[src/rtl/mul_div_unit.sv]
// mul_div_unit: iterative unsigned multiply/divide for the execute stage.
// One operation at a time. Fixed latency: start accepted at E0, result and a
// one-cycle write pulse appear after E16, idle again after E17.
//
// Ports:
//   clk, reset      clock, asynchronous active-low reset
//   start, op       request and operation (00 MUL, 01 MULH, 10 DIVU, 11 REMU)
//   a, b, dest      operands and destination register index
//   busy            operation in progress (RUN or DONE)
//   done, we        one-cycle completion / register file write enable
//   wr_rd, result   destination index and result, held until next completion
module mul_div_unit #(
  parameter int unsigned WIDTH = 16
) (
  input  logic             clk,
  input  logic             reset,
  input  logic             start,
  input  logic [1:0]       op,
  input  logic [WIDTH-1:0] a,
  input  logic [WIDTH-1:0] b,
  input  logic [2:0]       dest,
  output logic             busy,
  output logic             done,
  output logic             we,
  output logic [2:0]       wr_rd,
  output logic [WIDTH-1:0] result
);

  localparam int unsigned CNT_W = (WIDTH > 1) ? $clog2(WIDTH) : 1;
  localparam logic [CNT_W-1:0] LAST_ITER = CNT_W'(WIDTH - 1);

  typedef enum logic [1:0] {
    S_IDLE = 2'd0,
    S_RUN  = 2'd1,
    S_DONE = 2'd2
  } state_e;

  state_e             state_q, state_d;
  logic [CNT_W-1:0]   cnt_q, cnt_d;
  logic [1:0]         op_q, op_d;
  logic [2:0]         dest_q, dest_d;
  // opnd holds the multiplicand (mul) or the divisor (div)
  logic [WIDTH-1:0]   opnd_q, opnd_d;
  // acc: product high half (mul) or partial remainder (div)
  logic [WIDTH-1:0]   acc_q, acc_d;
  // lo: multiplier shifting out / product low half (mul), dividend / quotient (div)
  logic [WIDTH-1:0]   lo_q, lo_d;
  logic               busy_q, busy_d;
  logic               done_q, done_d;
  logic [2:0]         wr_rd_q, wr_rd_d;
  logic [WIDTH-1:0]   result_q, result_d;

  logic [WIDTH:0]     mul_sum;
  logic [WIDTH:0]     mul_pick;
  logic [WIDTH:0]     div_trial;
  logic               div_ge;

  // Next-state, datapath iteration and output staging
  always_comb begin
    state_d  = state_q;
    cnt_d    = cnt_q;
    op_d     = op_q;
    dest_d   = dest_q;
    opnd_d   = opnd_q;
    acc_d    = acc_q;
    lo_d     = lo_q;
    wr_rd_d  = wr_rd_q;
    result_d = result_q;

    // Shift-add step: the carry out of the add becomes the new top bit
    mul_sum  = {1'b0, acc_q} + {1'b0, opnd_q};
    mul_pick = lo_q[0] ? mul_sum : {1'b0, acc_q};

    // Restoring step: WIDTH+1 bits so the shifted remainder cannot overflow;
    // a zero divisor always "fits", giving all-ones quotient and remainder = a
    div_trial = {acc_q, lo_q[WIDTH-1]};
    div_ge    = (div_trial >= {1'b0, opnd_q});

    unique case (state_q)
      S_IDLE: begin
        if (start) begin
          state_d = S_RUN;
          op_d    = op;
          dest_d  = dest;
          cnt_d   = '0;
          acc_d   = '0;
          if (op[1]) begin
            lo_d   = a;
            opnd_d = b;
          end else begin
            lo_d   = b;
            opnd_d = a;
          end
        end
      end
      S_RUN: begin
        cnt_d = cnt_q + CNT_W'(1);
        if (op_q[1]) begin
          acc_d = div_ge ? WIDTH'(div_trial - {1'b0, opnd_q}) : div_trial[WIDTH-1:0];
          lo_d  = {lo_q[WIDTH-2:0], div_ge};
        end else begin
          acc_d = mul_pick[WIDTH:1];
          lo_d  = {mul_pick[0], lo_q[WIDTH-1:1]};
        end
        if (cnt_q == LAST_ITER) begin
          state_d = S_DONE;
          cnt_d   = '0;
          wr_rd_d = dest_q;
          unique case (op_q)
            2'b00:   result_d = lo_d;
            2'b01:   result_d = acc_d;
            2'b10:   result_d = lo_d;
            default: result_d = acc_d;
          endcase
        end
      end
      S_DONE:  state_d = S_IDLE;
      default: state_d = S_IDLE;
    endcase

    busy_d = (state_d != S_IDLE);
    done_d = (state_d == S_DONE);
  end

  // State and output registers
  always_ff @(posedge clk or negedge reset) begin
    if (!reset) begin
      state_q  <= S_IDLE;
      cnt_q    <= '0;
      op_q     <= '0;
      dest_q   <= '0;
      opnd_q   <= '0;
      acc_q    <= '0;
      lo_q     <= '0;
      busy_q   <= 1'b0;
      done_q   <= 1'b0;
      wr_rd_q  <= '0;
      result_q <= '0;
    end else begin
      state_q  <= state_d;
      cnt_q    <= cnt_d;
      op_q     <= op_d;
      dest_q   <= dest_d;
      opnd_q   <= opnd_d;
      acc_q    <= acc_d;
      lo_q     <= lo_d;
      busy_q   <= busy_d;
      done_q   <= done_d;
      wr_rd_q  <= wr_rd_d;
      result_q <= result_d;
    end
  end

  assign busy   = busy_q;
  assign done   = done_q;
  assign we     = done_q;
  assign wr_rd  = wr_rd_q;
  assign result = result_q;

endmodule

[config.mk]
export PLATFORM = sky130hd
export DESIGN_NAME = mul_div_unit
export DESIGN_NICKNAME = d
export VERILOG_FILES = /design/src/rtl/mul_div_unit.sv
export SDC_FILE = /design/constraint.sdc
export NUM_CORES = 1
export LEC_CHECK = 0
export CAP_MARGIN = 20
export CORE_MARGIN = 2
export CORE_UTILIZATION = 45
export DETAILED_ROUTE_END_ITERATION = 7
export MAX_ROUTING_LAYER = met4
export PLACE_DENSITY = 0.71
export SYNTH_ARGS = -nofsm -noshare
export SYNTH_HDL_FRONTEND = slang
export SYNTH_SLANG_ARGS = --single-unit
[constraint.sdc]
create_clock -name clk -period 3.8 [get_ports clk]
set_input_delay 0.57 -clock clk [delete_from_list [all_inputs] [get_ports clk]]
set_output_delay 0.57 -clock clk [all_outputs]
set_load 0.02 [all_outputs]
Word level (Yosys, flattened, before mapping)

Cells that the tools add are included.

Muxes and demuxes: 17
Order comparisons: 1
Eq/ne operators: 5
Reductions and logical operators: 8
Add/sub/neg operators: 3

Operators by type and width:

| kind                                                            | count |
|---|---|
| 16-bit two-way mux                                              | 8 |
| 16-bit one-hot mux with 2 select lines                          | 2 |
| 16-bit by 16-bit adder with 17-bit output                       | 1 |
| 17-bit by 16-bit >= comparator with 1-bit output                | 1 |
| 17-bit two-way mux                                              | 1 |
| 16-bit subtractor                                               | 1 |
| 4-bit two-way mux                                               | 2 |
| 4-bit one-hot mux with 2 select lines                           | 1 |
| 2-bit AND reduction                                             | 3 |
| 4-bit by 1-bit adder with 4-bit output, second input constant   | 1 |
| 2-bit == test, second input constant                            | 2 |
| 4-bit == test, second input constant                            | 1 |
| 2-bit zero test                                                 | 2 |
| 2-bit two-way mux                                               | 2 |
| 2-bit one-hot mux with 2 select lines                           | 1 |
| 2-bit nonzero test                                              | 2 |
| 2-bit by 1-bit == test with 1-bit output, second input constant | 1 |
| 2-bit != test, second input constant                            | 1 |
| 2-bit OR reduction                                              | 1 |

Output and inout bits: 22
Word-level logic and storage cells: 45
Register bits: 80

Logic depth before layout (Yosys ltp)

Gate-level depths: netlist of run 1.

Word-level depth: 4
Depth in mapped cells: 12
Mapped depth without buffers: 12

Least setup slack after synthesis of run 1

Ideal clock, no wire load.

Path kind: reg-to-reg
From: register acc_q[0]
To: register result_q[13] (netlist: result[13])
Period minus slack after synthesis: 2.514 ns
Arrival time: 2.390 ns
Path buffers: 0
Library setup time: 0.124 ns
Stages on the path, launching flop included: 12
Setup slack: 1.286 ns
Path through: dfrtp_1 > ha_1 > inv_1 > fa_1 > nor2b_1 > o31a_1 > o21ai_1 > a211oi_1 > or3_1 > and3_1 > a211oi_2 > a211o_1

Word-level cells in the longest chain between the ends: 4

Ends and longest elaborated chain:

| what                                                                    | RTL line | text |
|---|---|---|
| start, declared                                                         | 45       | `logic [WIDTH-1:0] acc_q, acc_d;` |
| start signal, assigned                                                  | 133      | `acc_q <= '0;` |
| start signal, assigned                                                  | 145      | `acc_q <= acc_d;` |
| 16-bit by 16-bit adder with 17-bit output, or another cell as far along | 71       | `mul_sum = {1'b0, acc_q} + {1'b0, opnd_q};` |
| 17-bit two-way mux / 16-bit two-way mux (equally long branches)         | 72, 99   |  |
| 16-bit two-way mux (*)                                                  | 98       | `if (op_q[1]) begin` |
| 16-bit two-way mux (*)                                                  | 109      | `unique case (op_q)` |
| end signal, assigned                                                    | 150      | `result_q <= result_d;` |
| end, declared                                                           | 51       | `logic [WIDTH-1:0] result_q, result_d;` |

Every way passes the cells marked *; elsewhere a longest branch is shown, timed or not.
A chain may end at the register's enable or synchronous reset.

Final worst setup path of run 1

From: register acc_q[9]
To: register result_q[6] (netlist: result[6])

Word-level cells in the longest chain between the ends: 4

Ends and longest elaborated chain:

| what                                             | RTL line | text |
|---|---|---|
| 17-bit by 16-bit >= comparator with 1-bit output | 77       | `div_ge = (div_trial >= {1'b0, opnd_q});` |
| 16-bit two-way mux                               | 99       | `acc_d = div_ge ? WIDTH'(div_trial - {1'b0, opnd_q}) : div_trial[WIDTH-1:0];` |
| 16-bit two-way mux                               | 98       |  |
| 16-bit two-way mux                               | 109      |  |

Every way passes these cells.

==> run_summary.xml, run 1 <==
<?xml version="1.0" encoding="UTF-8"?>
<metrics>
  <group name="synth">
    <metric name="synthesis.area_per_instance" unit="µm²">8.86</metric>
    <metric name="synth_enable_flop_cells" unit="">0</metric>
    <metric name="synth_top_area_cell" unit="">dfrtp_1</metric>
    <metric name="synthTopCellsByArea" unit="">dfrtp_1 33%, mux2i_1 9.9%, ha_1 6.8%</metric>
    <metric name="post_synth_instance_area" unit="µm²">6070</metric>
    <metric name="synth-seq-area-share" unit="">0.330</metric>
    <metric name="yosys_warnings" unit="">0</metric>
    <metric name="most_used_flip_flop_cell_after_synthesis" unit="">dfrtp_1</metric>
    <metric name="synth_cells" unit="">685</metric>
    <metric name="async_flop_share" unit="">1.00</metric>
    <metric name="synthesis.nets" unit="">760</metric>
    <metric name="ys_seq_elements" unit="">80</metric>
    <metric name="synth_top_cell_area_share" unit="">0.330</metric>
    <metric name="synth.lib_cells_used.distinct" unit="">74</metric>
  </group>
  <group name="power">
    <metric name="seq_power_share" unit="">0.232</metric>
    <metric name="static-leakage-power" unit="nW">3.15</metric>
    <metric name="p_sw" unit="mW">3.83</metric>
    <metric name="clock_power_share" unit="">0.107</metric>
    <metric name="total_internal_power" unit="mW">4.05</metric>
    <metric name="ir_worst_vdd" unit="µV">495</metric>
    <metric name="cellPowerDensity" unit="nW/µm²">1110</metric>
    <metric name="pwr-share-comb" unit="">0.661</metric>
    <metric name="total_power" unit="mW">7.88</metric>
    <metric name="swShare" unit="">0.486</metric>
  </group>
  <group name="cts">
    <metric name="cts-root-buf" unit="">clkbuf_16</metric>
    <metric name="clock_tree.buffer_depth" unit="">2</metric>
    <metric name="cts_tree" unit="">built</metric>
    <metric name="cts_made_buffers" unit="">9</metric>
    <metric name="postCtsResizedCells" unit="">0</metric>
    <metric name="cts_setup_buffers" unit="">0</metric>
    <metric name="cts_max_level" unit="">3</metric>
    <metric name="clock_sink_count" unit="">80</metric>
    <metric name="cts.clk_slew.worst_paths" unit="ns">0.06</metric>
    <metric name="worstSkewPairLatency" unit="ns">0.35</metric>
    <metric name="cts.hold.buffers_added" unit="">0</metric>
  </group>
  <group name="setup_path">
    <metric name="sort_of_element_at_the_start_of_the_critical_path" unit="">register</metric>
    <metric name="critPathCaptureType" unit="">register</metric>
    <metric name="critical_path.max_fanout" unit="">14</metric>
    <metric name="worstPathRequired" unit="ns">4.03</metric>
    <metric name="critPathKind" unit="">register to register</metric>
    <metric name="critPathArrivalTime" unit="ns">3.50</metric>
  </group>
  <group name="floorplan">
    <metric name="die_area" unit="µm²">14400</metric>
    <metric name="floorplan.io_pins" unit="">62</metric>
    <metric name="start_util" unit="">0.460</metric>
    <metric name="die_y" unit="µm">120</metric>
    <metric name="chipWidth" unit="µm">120</metric>
    <metric name="rows" unit="">42</metric>
    <metric name="core_area" unit="µm²">13200</metric>
  </group>
  <group name="finish">
    <metric name="finalNetCount" unit="">803</metric>
    <metric name="num_antenna_cells" unit="">0</metric>
    <metric name="nFillCells" unit="">1198</metric>
    <metric name="layout-area-overhead-vs-synth" unit="%">16.5</metric>
    <metric name="final_layout_size_suffix_gt1_frac" unit="">0.0791</metric>
  </group>
  <group name="global_route">
    <metric name="grt_max_degree" unit="">81</metric>
    <metric name="grt_use_total" unit="">0.261</metric>
    <metric name="overflow" unit="">0</metric>
    <metric name="via_count_of_the_first_global_routing_pass" unit="">5562</metric>
    <metric name="number_of_antenna_violations_at_the_first_check_in_global_routing" unit="">0</metric>
    <metric name="grt_first_pass_wirelength" unit="µm">28800</metric>
  </group>
  <group name="timing">
    <metric name="worst_clock_skew" unit="ns">0.00798</metric>
    <metric name="part_of_the_cycle_the_worst_path_needs" unit="">0.862</metric>
    <metric name="fmaxAchievable" unit="GHz">0.305</metric>
    <metric name="post-route-min-period" unit="ns">3.27</metric>
    <metric name="max_slew.worst_pin.slew" unit="ns">0.938</metric>
    <metric name="hold_ws" unit="ns">0.0462</metric>
    <metric name="grt_setup_unrepaired" unit="">no</metric>
    <metric name="fin_setup_tns" unit="ns">0</metric>
    <metric name="hold_viol_final" unit="">0</metric>
    <metric name="maxSlewViolCount" unit="">0</metric>
    <metric name="relSlewSlack" unit="">0.375</metric>
    <metric name="timing.final.setup_violations" unit="">0</metric>
  </group>
  <group name="placed_design">
    <metric name="port-buffer-count" unit="">61</metric>
    <metric name="detailedPlacementHpwl" unit="µm">12900</metric>
    <metric name="gpl.final_weighted_congestion" unit="">1.02</metric>
  </group>
  <group name="routing">
    <metric name="starting_drc_count_in_detailed_routing" unit="">466</metric>
    <metric name="number_of_optimization_iterations_in_the_first_detailed_route_pass" unit="">6</metric>
    <metric name="route.detailed.wl_per_inst" unit="µm">19.6</metric>
    <metric name="routed_wl" unit="µm">17800</metric>
    <metric name="detail-route-antenna-nets" unit="">0</metric>
    <metric name="detail_route.drc_violations" unit="">0</metric>
    <metric name="routed_via_density" unit="">6.15</metric>
    <metric name="vias" unit="">5588</metric>
  </group>
  <group name="status">
    <metric name="run_status" unit="">completed</metric>
  </group>
  <group name="job">
    <metric name="max_cap_violations" unit="">0</metric>
  </group>
  <group name="hold_path">
    <metric name="hp-class" unit="">input pin to asynchronous set/reset pin</metric>
  </group>
</metrics>
[path summary, 6_finish.rpt]
kind	from	end	slack, ns	depth (start not counted)
min in group clk	dest_q[1]	wr_rd[1]	0.47	2
min reg2reg	dest_q[1]	wr_rd[1]	0.47	2
max	acc_q[9]	result[6]	0.53	10
min	reset	lo_q[11]	0.05	1
max in group asynchronous	reset	op_q[1]	3.17	2
max reg2reg	acc_q[9]	result[6]	0.53	10
[synthesized netlist by cell type, types with 3 or more instances]
cell,count
nand2b_1,3
o21a_1,5
a21oi_1,65
xnor2_1,11
or3_1,7
a211oi_1,16
nor3_1,21
clkbuf_1,23
clkbuf_8,6
or2_2,3
a211o_1,4
o21ai_0,26
inv_1,49
xor2_1,8
a22o_1,12
nand3_1,9
nor2b_1,14
nand2_1,34
dfrtp_1,80
a221oi_1,16
nor2_1,75
buf_2,5
buf_1,4
nand4_1,4
mux2i_1,60
ha_1,33
o21bai_1,3
a21o_1,8
o2111ai_1,4
o21ai_1,4
a221o_1,9
a31oi_1,4
mux2_2,5
[metrics by stage]
stage	worst slack, ns	utilization	std cells	area (µm²)
2_1_floorplan	1.29	-	685	6070
3_3_place_gp	0.735	0.512	892	6760
3_5_place_dp	0.575	0.512	892	6760
4_1_cts	0.573	0.534	908	7040
5_1_grt	0.356	0.536	909	7070
6_report	0.525	0.536	909	7070
[registers in the layout, indices dropped and copies added (netlist names)]
signal   count
acc_q       16
busy         1
cnt_q        4
dest_q       3
result      16
lo_q        16
state_q      2
opnd_q      16
done         1
op_q         2
wr_rd        3
[layout by cell type (no fill, tap or decap), types with 5 or more instances in the layout]
cell type / n
nand3_1: 9
a21o_1: 8
mux2i_1: 60
buf_4: 12
clkdlybuf4s50_1: 59
o21a_1: 5
nand2_1: 34
dfrtp_1: 79
a221o_1: 9
a21oi_1: 65
inv_1: 49
or3_1: 7
nor2b_1: 12
a211oi_1: 16
xor2_1: 8
a22o_1: 12
xnor2_1: 11
mux2_2: 5
nor3_1: 21
nor2_1: 75
a221oi_1: 16
clkbuf_16: 9
o21ai_0: 26
ha_1: 33
[critical path: stages (launching register included)]
cell and delay (ns):
dfrtp_1 0.43, ha_1 0.43, a21o_1 0.16, a21oi_1 0.06, o21ai_0 0.41, a221oi_4 0.08
a22oi_2 0.70, buf_12 0.23, mux2i_1 0.21, a22oi_1 0.12, a221o_1 0.33
[kinds of logic (layout without fill, tap and decap cells)]
kind of cell    count (synthesis)  in the layout  synth area share
simple gates                  188            188             0.146
buf+inv                        91            139            0.0707
fa+ha+maj                      35             35            0.0746
xor+xnor                       19             19            0.0274
compound gates                206            206             0.241
mux                            66             66             0.110
flops                          80             80             0.330
[power by group through the flow]
stage	sequential (mW)	clock, mW	combinational, mW
global route	1.88	0.883	5.72
finish	1.83	0.847	5.21
CTS	1.81	0.856	5.14
floorplan	1.68	0	3.90
global placement	1.80	0	4.98
detailed placement	1.82	0	5.09
[layer usage]
metal  global-route usage  vias up  share of wire
met3               0.0452       38          0.063
met5                    -        -              0
met2                0.400      237           0.47
li1                     -     2593              -
met4                0.104        0          0.030
met1                0.346     2720           0.44
[final cells by class]
cell class                      instances  area [µm²]  area share
Timing Repair Buffer                   74         733       0.104
Tap cell                              176         220      0.0311
Clock inverter                          2        12.5     0.00177
Inverter                               49         184      0.0260
Multi-Input combinational cell        514        3640       0.515
Clock buffer                           14         274      0.0387
Sequential cell                        80        2000       0.283
No activity file was read; power rests on OpenSTA's default activity.
==> run 2, diff against run 1 <==
SKIP_CTS_REPAIR_TIMING = 1   (was unset)
==> results of run 2 <==
The final DEF is identical to that of run 1; final timing and power are the same.
==> run 3, diff against run 2 <==
REMOVE_ABC_BUFFERS = 1   (was unset)
==> run 3 against run 2 <==
Compared with the run above: combinational power is essentially flat; final area grew 0.62%; first-iteration DRC count shrank 4.3%; largest cell class unchanged; sequential power shrank 3%; die area did not move; register-to-register slack better by 0.15 ns; critical path depth up 1; non-clock buffer count grew 3; worst setup slack improved by 0.15 ns; largest power group unchanged; critical endpoint is now result[11].
==> run_summary.xml, run 3 (synthesized netlist as in run 1, its figures left out) <==
<?xml version="1.0" encoding="UTF-8"?>
<metrics>
  <group name="placed_design">
    <metric name="gpl.final_weighted_congestion" unit="">0.971</metric>
    <metric name="detailedPlacementHpwl" unit="µm">12500</metric>
    <metric name="placed_cells" unit="">895</metric>
    <metric name="port-buffer-count" unit="">61</metric>
    <metric name="dpl_worst_slack" unit="ns">0.762</metric>
  </group>
  <group name="timing">
    <metric name="timing.final.setup_violations" unit="">0</metric>
    <metric name="hold_viol_final" unit="">0</metric>
    <metric name="worst_clock_skew" unit="ns">0.00486</metric>
    <metric name="post-route-min-period" unit="ns">3.12</metric>
    <metric name="fin_setup_tns" unit="ns">0</metric>
    <metric name="max_slew.worst_pin.slew" unit="ns">0.834</metric>
    <metric name="grt_setup_unrepaired" unit="">no</metric>
    <metric name="relSlewSlack" unit="">0.444</metric>
    <metric name="setup_slack" unit="ns">0.676</metric>
    <metric name="maxSlewViolCount" unit="">0</metric>
    <metric name="part_of_the_cycle_the_worst_path_needs" unit="">0.822</metric>
    <metric name="fmaxAchievable" unit="GHz">0.320</metric>
  </group>
  <group name="cts">
    <metric name="cts.clk_slew.worst_paths" unit="ns">0.07</metric>
    <metric name="cts_tree" unit="">built</metric>
    <metric name="cts-root-buf" unit="">clkbuf_16</metric>
    <metric name="cts_made_buffers" unit="">9</metric>
    <metric name="clock_tree.buffer_depth" unit="">2</metric>
    <metric name="clock_sink_count" unit="">80</metric>
    <metric name="worstSkewPairLatency" unit="ns">0.34</metric>
    <metric name="cts_max_level" unit="">3</metric>
  </group>
  <group name="power">
    <metric name="total_power" unit="mW">7.95</metric>
    <metric name="cellPowerDensity" unit="nW/µm²">1120</metric>
    <metric name="ir_worst_vdd" unit="µV">419</metric>
    <metric name="static-leakage-power" unit="nW">3.17</metric>
  </group>
  <group name="setup_path">
    <metric name="critical_path.max_fanout" unit="">6</metric>
    <metric name="r2r_cells" unit="">11</metric>
    <metric name="ff2ff_setup_slack" unit="ns">0.68</metric>
    <metric name="worstPathRequired" unit="ns">4.03</metric>
    <metric name="sort_of_element_at_the_start_of_the_critical_path" unit="">register</metric>
    <metric name="critPathCaptureType" unit="">register</metric>
    <metric name="critPathArrivalTime" unit="ns">3.36</metric>
    <metric name="critPathKind" unit="">register to register</metric>
  </group>
  <group name="job">
    <metric name="max_cap_violations" unit="">0</metric>
  </group>
  <group name="finish">
    <metric name="multiInputGateArea" unit="µm²">3640</metric>
    <metric name="layout.cells.non_filler" unit="">912</metric>
    <metric name="layout-area-overhead-vs-synth" unit="%">17.2</metric>
    <metric name="finalNetCount" unit="">806</metric>
    <metric name="final_common_cell" unit="">dfrtp_1</metric>
    <metric name="final_layout_size_suffix_gt1_frac" unit="">0.0856</metric>
    <metric name="ff_latch_area" unit="µm²">2000</metric>
    <metric name="nFillCells" unit="">1196</metric>
    <metric name="commonest_cells_after_routing_fill_and_taps_aside" unit="">79 x dfrtp_1, 75 x nor2_1, 65 x a21oi_1</metric>
    <metric name="final_core_utilization" unit="">0.539</metric>
    <metric name="num_antenna_cells" unit="">0</metric>
  </group>
  <group name="floorplan">
    <metric name="chipWidth" unit="µm">120</metric>
    <metric name="die_area" unit="µm²">14400</metric>
    <metric name="rows" unit="">42</metric>
    <metric name="start_util" unit="">0.460</metric>
    <metric name="floorplan.io_pins" unit="">62</metric>
    <metric name="core_area" unit="µm²">13200</metric>
    <metric name="die_y" unit="µm">120</metric>
  </group>
  <group name="global_route">
    <metric name="grt_first_pass_wirelength" unit="µm">28400</metric>
    <metric name="grt_max_degree" unit="">81</metric>
    <metric name="via_count_of_the_first_global_routing_pass" unit="">5547</metric>
    <metric name="number_of_antenna_violations_at_the_first_check_in_global_routing" unit="">0</metric>
    <metric name="grt_use_total" unit="">0.254</metric>
    <metric name="overflow" unit="">0</metric>
  </group>
  <group name="routing">
    <metric name="number_of_optimization_iterations_in_the_first_detailed_route_pass" unit="">5</metric>
    <metric name="routed_wl" unit="µm">17200</metric>
    <metric name="routed_via_density" unit="">6.11</metric>
    <metric name="detail_route.drc_violations" unit="">0</metric>
    <metric name="vias" unit="">5570</metric>
    <metric name="route.detailed.wl_per_inst" unit="µm">18.8</metric>
    <metric name="starting_drc_count_in_detailed_routing" unit="">446</metric>
    <metric name="detail-route-antenna-nets" unit="">0</metric>
  </group>
  <group name="hold_path">
    <metric name="hp-class" unit="">input pin to asynchronous set/reset pin</metric>
  </group>
  <group name="status">
    <metric name="run_status" unit="">completed</metric>
  </group>
</metrics>
-- run 3: cell count changes in the layout (fill, tap and decap cells not counted), moves of 2 or more --
| cell | change |
|---|---|
| clkbuf_8 | -3 |
| clkbuf_1 | -2 |
| clkinvlp_4 | +2 |
| buf_4 | +4 |
| bufinv_16 | +2 |
-- run 3: worst paths after layout --
check / startpoint / endpoint
worst min register to register: dest_q[0] / wr_rd[0]
worst max-delay path: acc_q[0] / result[11]
worst min-delay path: reset / lo_q[5]
min in group clk: dest_q[0] / wr_rd[0]
max in group asynchronous: reset / done
worst max register to register: acc_q[0] / result[11]
-- run 3: worst max-delay path, stage by stage, from the launching register on --
cell	delay (ns)
dfrtp_1	0.46
ha_1	0.24
inv_1	0.06
fa_1	0.37
nor2b_1	0.21
o31a_1	0.30
o21ai_1	0.15
a211oi_1	0.39
a21oi_1	0.10
a311oi_2	0.33
a32oi_1	0.18
a22o_1	0.24
-- run 3: layout make-up --
class / count / share of cell area
Multi-Input combinational cell: 514 / 0.512
Sequential cell: 80 / 0.282
Timing Repair Buffer: 77 / 0.103
Clock buffer: 9 / 0.0317
Tap cell: 176 / 0.0309
Inverter: 49 / 0.0258
Clock inverter: 7 / 0.0144
-- run 3: through the flow --
step,instance area [µm²],hold slack [ns]
finish,7120,0.199
global route,7120,0.243
CTS,7100,0.457
detailed placement,6770,0.458
global placement,6770,0.444
floorplan,5830,0.274
-- run 3: power by group --
group | switching, mW | internal [mW]
sequential | 0.509 | 1.27
clock | 0.391 | 0.583
combinational | 2.95 | 2.25
-- run 3: routing by layer --
metal	vias up	routed length [µm]	part of all wire	track usage
li1	2593	-	-	-
met1	2742	7920	0.46	0.347
met2	199	7790	0.45	0.383
met3	36	1040	0.061	0.0409
met4	0	411	0.024	0.0904
met5	-	0	0	-
